$ cat config.mk
export PLATFORM = sky130hd
export DESIGN_NAME = as_arbiter
export DESIGN_NICKNAME = d
export VERILOG_FILES = /design/src/rtl/as_arbiter.sv
export SDC_FILE = /design/constraint.sdc
export NUM_CORES = 1
export LEC_CHECK = 0
export ABC_AREA = 1
export ABC_CLOCK_PERIOD_IN_PS = 2200
export BUFFER_PORTS_ARGS = -buffer_cell sky130_fd_sc_hd__buf_4
export CAP_MARGIN = 5
export CORE_MARGIN = 5
export CORE_UTILIZATION = 25
export DETAILED_ROUTE_END_ITERATION = 16
export GPL_ROUTABILITY_DRIVEN = 0
export PLACE_DENSITY = 0.58
export SLEW_MARGIN = 10
export SYNTH_ARGS = -nofsm -noshare
export SYNTH_HDL_FRONTEND = slang
export SYNTH_SLANG_ARGS = --single-unit
$ cat constraint.sdc
create_clock -name clk -period 2.2 [get_ports clk]
set_input_delay 0.22 -clock clk [delete_from_list [all_inputs] [get_ports clk]]
set_output_delay 0.22 -clock clk [all_outputs]
set_load 0.03 [all_outputs]
$ cat src/rtl/as_arbiter.sv
// -----------------------------------------------------------------------------
// as_arbiter
// Round-robin arbiter/sequencer that shares one add/sub datapath among
// NUM_REQ requesters. One operation is in flight at a time:
//   IDLE -> grant a requester, register its operands towards the datapath
//   WAIT -> hold operands for AS_LATENCY+1 cycles, then capture as_result
//   RESP -> present the result with the requester id until rsp_ready
//
// Ports
//   clk, reset_n            clock, asynchronous active-low reset
//   req_valid/req_ready     per-requester handshake (req_ready one-hot, IDLE only)
//   req_a/req_b/req_op      per-requester operands (slice i) and opcode bit i
//   as_a_in/as_b_in/as_opcode  registered operands/opcode to the datapath
//   as_result               datapath result (DATA_WIDTH+1 bits)
//   rsp_valid/rsp_ready     response handshake
//   rsp_id/rsp_result       id of the issuing requester and captured result
//   busy                    high whenever the sequencer is not IDLE
// -----------------------------------------------------------------------------
module as_arbiter #(
    parameter int DATA_WIDTH = 8,
    parameter int NUM_REQ    = 4,
    parameter int ID_WIDTH   = 2,
    parameter int AS_LATENCY = 1
) (
    input  logic                           clk,
    input  logic                           reset_n,
    input  logic [NUM_REQ-1:0]             req_valid,
    output logic [NUM_REQ-1:0]             req_ready,
    input  logic [NUM_REQ*DATA_WIDTH-1:0]  req_a,
    input  logic [NUM_REQ*DATA_WIDTH-1:0]  req_b,
    input  logic [NUM_REQ-1:0]             req_op,
    output logic [DATA_WIDTH-1:0]          as_a_in,
    output logic [DATA_WIDTH-1:0]          as_b_in,
    output logic                           as_opcode,
    input  logic [DATA_WIDTH:0]            as_result,
    output logic                           rsp_valid,
    input  logic                           rsp_ready,
    output logic [ID_WIDTH-1:0]            rsp_id,
    output logic [DATA_WIDTH:0]            rsp_result,
    output logic                           busy
);

    localparam int CNT_W = (AS_LATENCY > 0) ? $clog2(AS_LATENCY + 1) : 1;

    typedef enum logic [1:0] {
        ST_IDLE = 2'd0,
        ST_WAIT = 2'd1,
        ST_RESP = 2'd2
    } state_t;

    state_t                 r_state;
    state_t                 w_next_state;
    logic [ID_WIDTH-1:0]    r_ptr;
    logic [CNT_W-1:0]       r_cnt;
    logic [DATA_WIDTH-1:0]  r_as_a_in;
    logic [DATA_WIDTH-1:0]  r_as_b_in;
    logic                   r_as_opcode;
    logic                   r_rsp_valid;
    logic [ID_WIDTH-1:0]    r_rsp_id;
    logic [DATA_WIDTH:0]    r_rsp_result;
    logic                   r_busy;

    logic                   w_any;
    logic                   w_hit;
    logic [ID_WIDTH-1:0]    w_gnt_idx;
    logic [NUM_REQ-1:0]     w_gnt_oh;
    logic [DATA_WIDTH-1:0]  w_sel_a;
    logic [DATA_WIDTH-1:0]  w_sel_b;
    logic                   w_sel_op;

    // Requester index 'offset' positions after 'base', wrapping at NUM_REQ.
    function automatic logic [ID_WIDTH-1:0] f_rr_index(input logic [ID_WIDTH-1:0] base,
                                                       input int offset);
        int sum;
        sum = (int'(base) + offset) % NUM_REQ;
        return ID_WIDTH'(sum);
    endfunction

    // Round-robin search: first valid requester starting just after the last grant.
    always_comb begin
        w_any     = 1'b0;
        w_hit     = 1'b0;
        w_gnt_idx = '0;
        for (int k = 1; k <= NUM_REQ; k++) begin
            w_hit     = ~w_any & req_valid[f_rr_index(r_ptr, k)];
            w_gnt_idx = w_hit ? f_rr_index(r_ptr, k) : w_gnt_idx;
            w_any     = w_any | w_hit;
        end
    end

    // Decode the winner into a one-hot grant and select its payload.
    always_comb begin
        w_gnt_oh = '0;
        w_sel_a  = '0;
        w_sel_b  = '0;
        w_sel_op = 1'b0;
        for (int i = 0; i < NUM_REQ; i++) begin
            if (w_gnt_idx == ID_WIDTH'(i)) begin
                w_gnt_oh[i] = w_any;
                w_sel_a     = req_a[i*DATA_WIDTH +: DATA_WIDTH];
                w_sel_b     = req_b[i*DATA_WIDTH +: DATA_WIDTH];
                w_sel_op    = req_op[i];
            end else begin
                w_gnt_oh[i] = 1'b0;
            end
        end
    end

    // Grants are only offered in IDLE and never while reset is asserted.
    assign req_ready = {NUM_REQ{(r_state == ST_IDLE) & reset_n}} & w_gnt_oh;

    // Next-state logic for the IDLE/WAIT/RESP sequencer.
    always_comb begin
        w_next_state = r_state;
        case (r_state)
            ST_IDLE: begin
                if (w_any) begin
                    w_next_state = ST_WAIT;
                end else begin
                    w_next_state = ST_IDLE;
                end
            end
            ST_WAIT: begin
                if (r_cnt == '0) begin
                    w_next_state = ST_RESP;
                end else begin
                    w_next_state = ST_WAIT;
                end
            end
            ST_RESP: begin
                if (rsp_ready) begin
                    w_next_state = ST_IDLE;
                end else begin
                    w_next_state = ST_RESP;
                end
            end
            default: w_next_state = ST_IDLE;
        endcase
    end

    // State register.
    always_ff @(posedge clk or negedge reset_n) begin
        if (!reset_n) begin
            r_state <= ST_IDLE;
        end else begin
            r_state <= w_next_state;
        end
    end

    // Datapath-side registers: operand issue, latency count, result capture.
    always_ff @(posedge clk or negedge reset_n) begin
        if (!reset_n) begin
            r_ptr        <= ID_WIDTH'(NUM_REQ - 1);
            r_cnt        <= '0;
            r_as_a_in    <= '0;
            r_as_b_in    <= '0;
            r_as_opcode  <= 1'b0;
            r_rsp_valid  <= 1'b0;
            r_rsp_id     <= '0;
            r_rsp_result <= '0;
            r_busy       <= 1'b0;
        end else begin
            r_busy <= (w_next_state != ST_IDLE);
            case (r_state)
                ST_IDLE: begin
                    if (w_any) begin
                        r_as_a_in   <= w_sel_a;
                        r_as_b_in   <= w_sel_b;
                        r_as_opcode <= w_sel_op;
                        r_rsp_id    <= w_gnt_idx;
                        r_ptr       <= w_gnt_idx;
                        r_cnt       <= CNT_W'(AS_LATENCY);
                    end
                end
                ST_WAIT: begin
                    // The counter reaching zero marks the datapath result as settled.
                    if (r_cnt != '0) begin
                        r_cnt <= r_cnt - CNT_W'(1);
                    end else begin
                        r_rsp_result <= as_result;
                        r_rsp_valid  <= 1'b1;
                    end
                end
                ST_RESP: begin
                    if (rsp_ready) begin
                        r_rsp_valid <= 1'b0;
                    end
                end
                default: begin
                    r_rsp_valid <= 1'b0;
                end
            endcase
        end
    end

    assign as_a_in    = r_as_a_in;
    assign as_b_in    = r_as_b_in;
    assign as_opcode  = r_as_opcode;
    assign rsp_valid  = r_rsp_valid;
    assign rsp_id     = r_rsp_id;
    assign rsp_result = r_rsp_result;
    assign busy       = r_busy;

endmodule

**Word level (Yosys, flattened, before mapping)**

Index checks and enable logic that the tools add are counted.

- Register bits after elaboration: 35
- Output and inout bits: 34
- Logic and storage cells: 86

- Add/sub/neg operators: 5
- $lt $le $gt $ge: 4
- Equal/unequal tests: 8
- Multiplexer cells: 38
- Bitwise logic cells: 13
- Reductions and logical operators: 8

Operators with widths:

| operator | count |
|---|---|
| $mux 8 | 8 |
| $mux 1 | 17 |
| $lt 2x3->1 const B | 4 |
| $mux 2 | 6 |
| $bmux 1 s2 | 4 |
| $eq 2x2->1 const B | 3 |
| $ne 2x2->1 const B | 3 |
| $pmux 2 s3 | 1 |
| $reduce_and 2->1 | 3 |
| $not 1->1 | 5 |
| $add 2x1->2 const B | 2 |
| $add 2x2->2 const B | 2 |
| $and 1x1->1 | 4 |
| $and 4x4->4 | 1 |
| $eq 2x1->1 const B | 2 |
| $logic_not 2->1 | 2 |
| $reduce_bool 2->1 | 2 |
| $or 1x1->1 | 3 |
| $pmux 1 s3 | 1 |
| $reduce_and 3->1 | 1 |
| $pmux 1 s2 | 1 |
| $sub 1x1->1 const B | 1 |

**Longest topological paths before layout**

- Word-level depth: 17
- Mapped depth: 16
- Mapped depth without buffers: 15

**Least setup slack after synthesis**

Ideal clock, no wire load.

- Kind: register to output
- From: reg r_ptr[0]
- To: out req_ready[2]
- Data arrival time: 2204 ps
- Required time: 1980 ps
- Setup slack: -224 ps
- Stages on the path, launching flop included: 13
- Path buffers: 2
- Cells stage by stage: dfstp_2 > buf_6 > inv_4 > nand2_1 > nand2_1 > nand2_2 > nand2_4 > nor2_4 > nand3_2 > nand3_2 > nand2_4 > buf_2 > nor3_1

- Longest elaborated chain between the ends: 15

Ends and longest elaborated chain:

| element | RTL line | source |
|---|---|---|
| start, declared | 53 | `logic [ID_WIDTH-1:0] r_ptr;` |
| start signal, assigned | 153 | `r_ptr <= ID_WIDTH'(NUM_REQ - 1);` |
| start signal, assigned | 171 | `r_ptr <= w_gnt_idx;` |
| $add 2x1->2 | 75 | `sum = (int'(base) + offset) % NUM_REQ;` |
| $bmux 1 s2 | 85 | `w_hit = ~w_any & req_valid[f_rr_index(r_ptr, k)];` |
| $mux 1 (not written as such) | 85 |  |
| $not 1->1 | 85 |  |
| $and 1x1->1 | 85 |  |
| $or 1x1->1 | 87 | `w_any = w_any \| w_hit;` |
| $not 1->1 | 85 |  |
| $and 1x1->1 | 85 |  |
| $or 1x1->1 | 87 |  |
| $not 1->1 | 85 |  |
| $and 1x1->1 | 85 |  |
| $mux 2 | 86 | `w_gnt_idx = w_hit ? f_rr_index(r_ptr, k) : w_gnt_idx;` |
| $eq 2x2->1 | 98 | `if (w_gnt_idx == ID_WIDTH'(i)) begin` |
| $mux 1 * | 98 |  |
| $and 4x4->4 * | 110 | `assign req_ready = {NUM_REQ{(r_state == ST_IDLE) & reset_n}} & w_gnt_oh;` |
| end, declared | 28 | `output logic [NUM_REQ-1:0] req_ready,` |

Mark *: on every way between the ends. The rest lies on a longest branch, timed or not. The select of a mux whose other input is x is not followed.

**Worst setup path after layout**

- From: reg r_ptr[0]
- To: out req_ready[1]

- Longest elaborated chain between the ends: 15

Ends and longest elaborated chain:

| element | RTL line |
|---|---|
| $add 2x1->2 | 75 |
| $bmux 1 s2 | 85 |
| $mux 1 (not written as such) | 85 |
| $not 1->1 | 85 |
| $and 1x1->1 | 85 |
| $or 1x1->1 | 87 |
| $not 1->1 | 85 |
| $and 1x1->1 | 85 |
| $or 1x1->1 | 87 |
| $not 1->1 | 85 |
| $and 1x1->1 | 85 |
| $mux 2 | 86 |
| $eq 2x1->1 | 98 |
| $mux 1 * | 98 |
| $and 4x4->4 * | 110 |

Marks and branches as above.

==> impl_metrics.tcl <==
set metrics [dict create \
    rsz0062_at_grt "true" \
    p_sw_frac 0.513 \
    final_hold_viol_count 14 \
    numCtsBuffers 5 \
    synthFlopType "dfrtp_1" \
    endpoint_kind "output port" \
    grt_max_degree 36 \
    grt_util_all_layers 0.142 \
    maxSlewViolCount 0 \
    yosysMostFrequentCell "nand2_1" \
    dieHeight_um 105 \
    r2r-end "as_b_in[0]$_DFFE_PN0N_" \
    setup_viol_count_final 12 \
    grt-ovfl-total 0 \
    nets 538 \
    num_rows 34 \
    syn_nets 395 \
    cp.arrival_ps 2140 \
    worstMarginPinSlew_ps 473 \
    max_stage_delay_ps 600 \
    die_area_um2 11000 \
    tritoncts "built" \
    instances_no_fill 563 \
    drt-initial-drc-count 78 \
    n_antenna_cell 0 \
    peakVddDrop_uv 992 \
    skew_ps 4.32 \
    dpl.cell_count 531 \
    clkPwrFrac 0.058 \
    netlist_instances 311 \
    critical_path_class "flop to output port" \
    drive_gt1_frac 0.486 \
    wl_per_cell_um 14.0 \
    synth_fa_ha_area_frac 0 \
    avgSynthCellArea_um2 7.25 \
    relSlewSlack 0.685 \
    ioPinCount 118 \
    setup_tns_ps -1090 \
    viasPerCell 4.66 \
    place.port_buffers 117 \
    synthTopCellsByArea "dfrtp_1, nand2_1, nand3_1, nor2_1, mux2_2" \
    violations "negative hold slack, negative setup slack" \
    grt_pass1_vias 2689 \
    synth.mux.area_fraction 0.0450 \
    synth.top_cell.area_share 0.366 \
    path_clk_slew_ps 70 \
    max_freq_mhz 423 \
    synth_common_cells "nand2_1, nand3_1, nor2_1" \
    synth_area_um2 2250 \
    power.switching_mw 4.13 \
    grt_pass1_wl_um 13000 \
    maxCapViolCount 0 \
    critical_path.cell_chain "inv_4 > nand2_2 > nand2_2 > nand2_2 > nand2_4 > nor2_4 > nand3_4 > nand2_4 > nand2_8 > buf_8 > nor3_4 > buf_6" \
    worstPathMaxFanout 6 \
    status "finished with violations" \
    ys_warn_count 0 \
    htreeDepth 2 \
    cts-root-buf "clkbuf_8" \
    die-width_um 105 \
    hold_buffers 0 \
    synth-simple-area-share 0.471 \
    drtAntennaViolNets 0 \
    fin_crit_sh 1.07 \
    totalWireLength_um 7910 \
    cellLeakagePower_nw 1.92 \
    worstReg2RegStart "r_ptr[0]$_DFFE_PN1N_" \
    rrSetupSlack_ps -90 \
    cpMostUsedCell "nand2_2" \
    finalWorstSetupSlack_ps -163 \
    synth_top_family_by_area "simple AND/OR/NAND/NOR gates" \
    worstRegToRegCells 16 \
    start_kind "flop" \
    ys_ff_latch 35 \
    power.internal_mw 3.92 \
    core_area_um2 8760 \
    holdWs_ps -11.6 \
    vias 2622 \
    hpwl_um 5800 \
    worstHoldPathType "input pin to async pin" \
    final_core_util 0.434 \
    initial_utilization 0.257 \
    synth_compound_area_frac 0.0133 \
    critPathRequiredTime_ps 1980 \
    pwr-share-comb 0.794 \
    slowest_stage "dfstp_2" \
    power.density_nw_per_um2 2120 \
    clock_latency_ps 290 \
    power_frac_seq 0.148 \
    syn2layout_area_growth_pct 68.7 \
    drtPass1Iterations 4 \
    synth_xor_area_frac 0 \
    grt_antenna_before_repair 0 \
    drc_errors 0 \
    synth.distinct_cells 27 \
    cts.sinks 35 \
    clockBufferDepth 2 \
    synth_edf_count 0 \
    seq_area_frac_synth 0.390 \
    synthArstFlopShare 1.00 \
    min_period_ps 2360 \
    yosysTopAreaCell "dfrtp_1" \
]
==> worst max path at each step <==
stage	end	startpoint	depth (start not counted)
after floorplan	req_ready[0]	r_ptr[0]$_DFFE_PN1N_	12
after global placement	req_ready[1]	r_ptr[0]$_DFFE_PN1N_	12
after detailed placement	req_ready[1]	r_ptr[0]$_DFFE_PN1N_	12
after CTS	req_ready[2]	r_ptr[0]$_DFFE_PN1N_	12
after global routing	req_ready[1]	r_ptr[0]$_DFFE_PN1N_	12
final	req_ready[1]	r_ptr[0]$_DFFE_PN1N_	12
==> cells by family after synthesis <==
logic type / count (synthesis)
AO/OA/AOI/OAI: 6
flip-flops: 35
buffers and inverters: 34
multiplexers: 9
AND/OR/NAND/NOR: 227
==> cell type report <==
cell class              instances  area (um^2)
clock buffers                   6         72.6
clock inverters                 2         12.5
fillers                       897         4960
inverters                      20          105
multi-input cells             242         1380
flip-flops and latches         35          878
well taps                     108          135
repair buffers                150         1220
==> power groups by stage <==
stage | sequential, mW | combinational, mW | clock [mW]
2_1_floorplan | 1.72 | 3.17 | 0
3_3_place_gp | 1.20 | 4.97 | 0
3_5_place_dp | 1.21 | 5.03 | 0
4_1_cts | 1.19 | 5.86 | 0.491
5_1_grt | 1.24 | 7.04 | 0.525
6_report | 1.19 | 6.39 | 0.464
==> metrics by stage <==
stage | area (um^2) | setup WS, ps | total power, mW
final | 3800 | -163 | 8.05
after CTS | 3640 | -143 | 7.55
after detailed placement | 3270 | 31.9 | 6.24
after global routing | 3800 | -285 | 8.80
after floorplan | 2270 | 37.2 | 4.89
after global placement | 3270 | 104 | 6.18
==> layout by cell type, fill, tap and decap left out, types with 5 or more instances in the layout <==
cell type  count
nor2_1        43
nand4_1       11
nand3_1       47
buf_6         11
clkbuf_8       5
nand2_4        5
inv_1         15
dfrtp_1       33
buf_4        134
mux2_2         9
nand2_2       20
nand2_1       74
==> critical path: cells and delay by family (launching register included) <==
family | cells | cell delay [ps]
simple gates | 9 | 910
flops | 1 | 600
buf+inv | 3 | 350
==> routing by layer <==
metal / track usage / vias up / wire (um)
li1: - / 1293 / -
met1: 0.181 / 1193 / 3200
met2: 0.229 / 116 / 3750
met3: 0.0432 / 20 / 719
met4: 0.0438 / 0 / 231
met5: 0 / - / 0
==> registers in the layout (all words and copies together) (netlist names) <==
register,flops
as_a_in,8
as_b_in,8
as_opcode,1
busy,1
r_cnt,1
r_ptr,2
r_state,2
rsp_id,2
rsp_result,9
rsp_valid,1
==> timing repair <==
item / in CTS / in global routing
gates cloned: 0 / 0
pin swaps: 24 / 21
resized for setup: 36 / 29
endpoints found under the setup margin: 4 / 21
buffers inserted: 19 / 5
No activity file was read; power rests on OpenSTA's default activity.
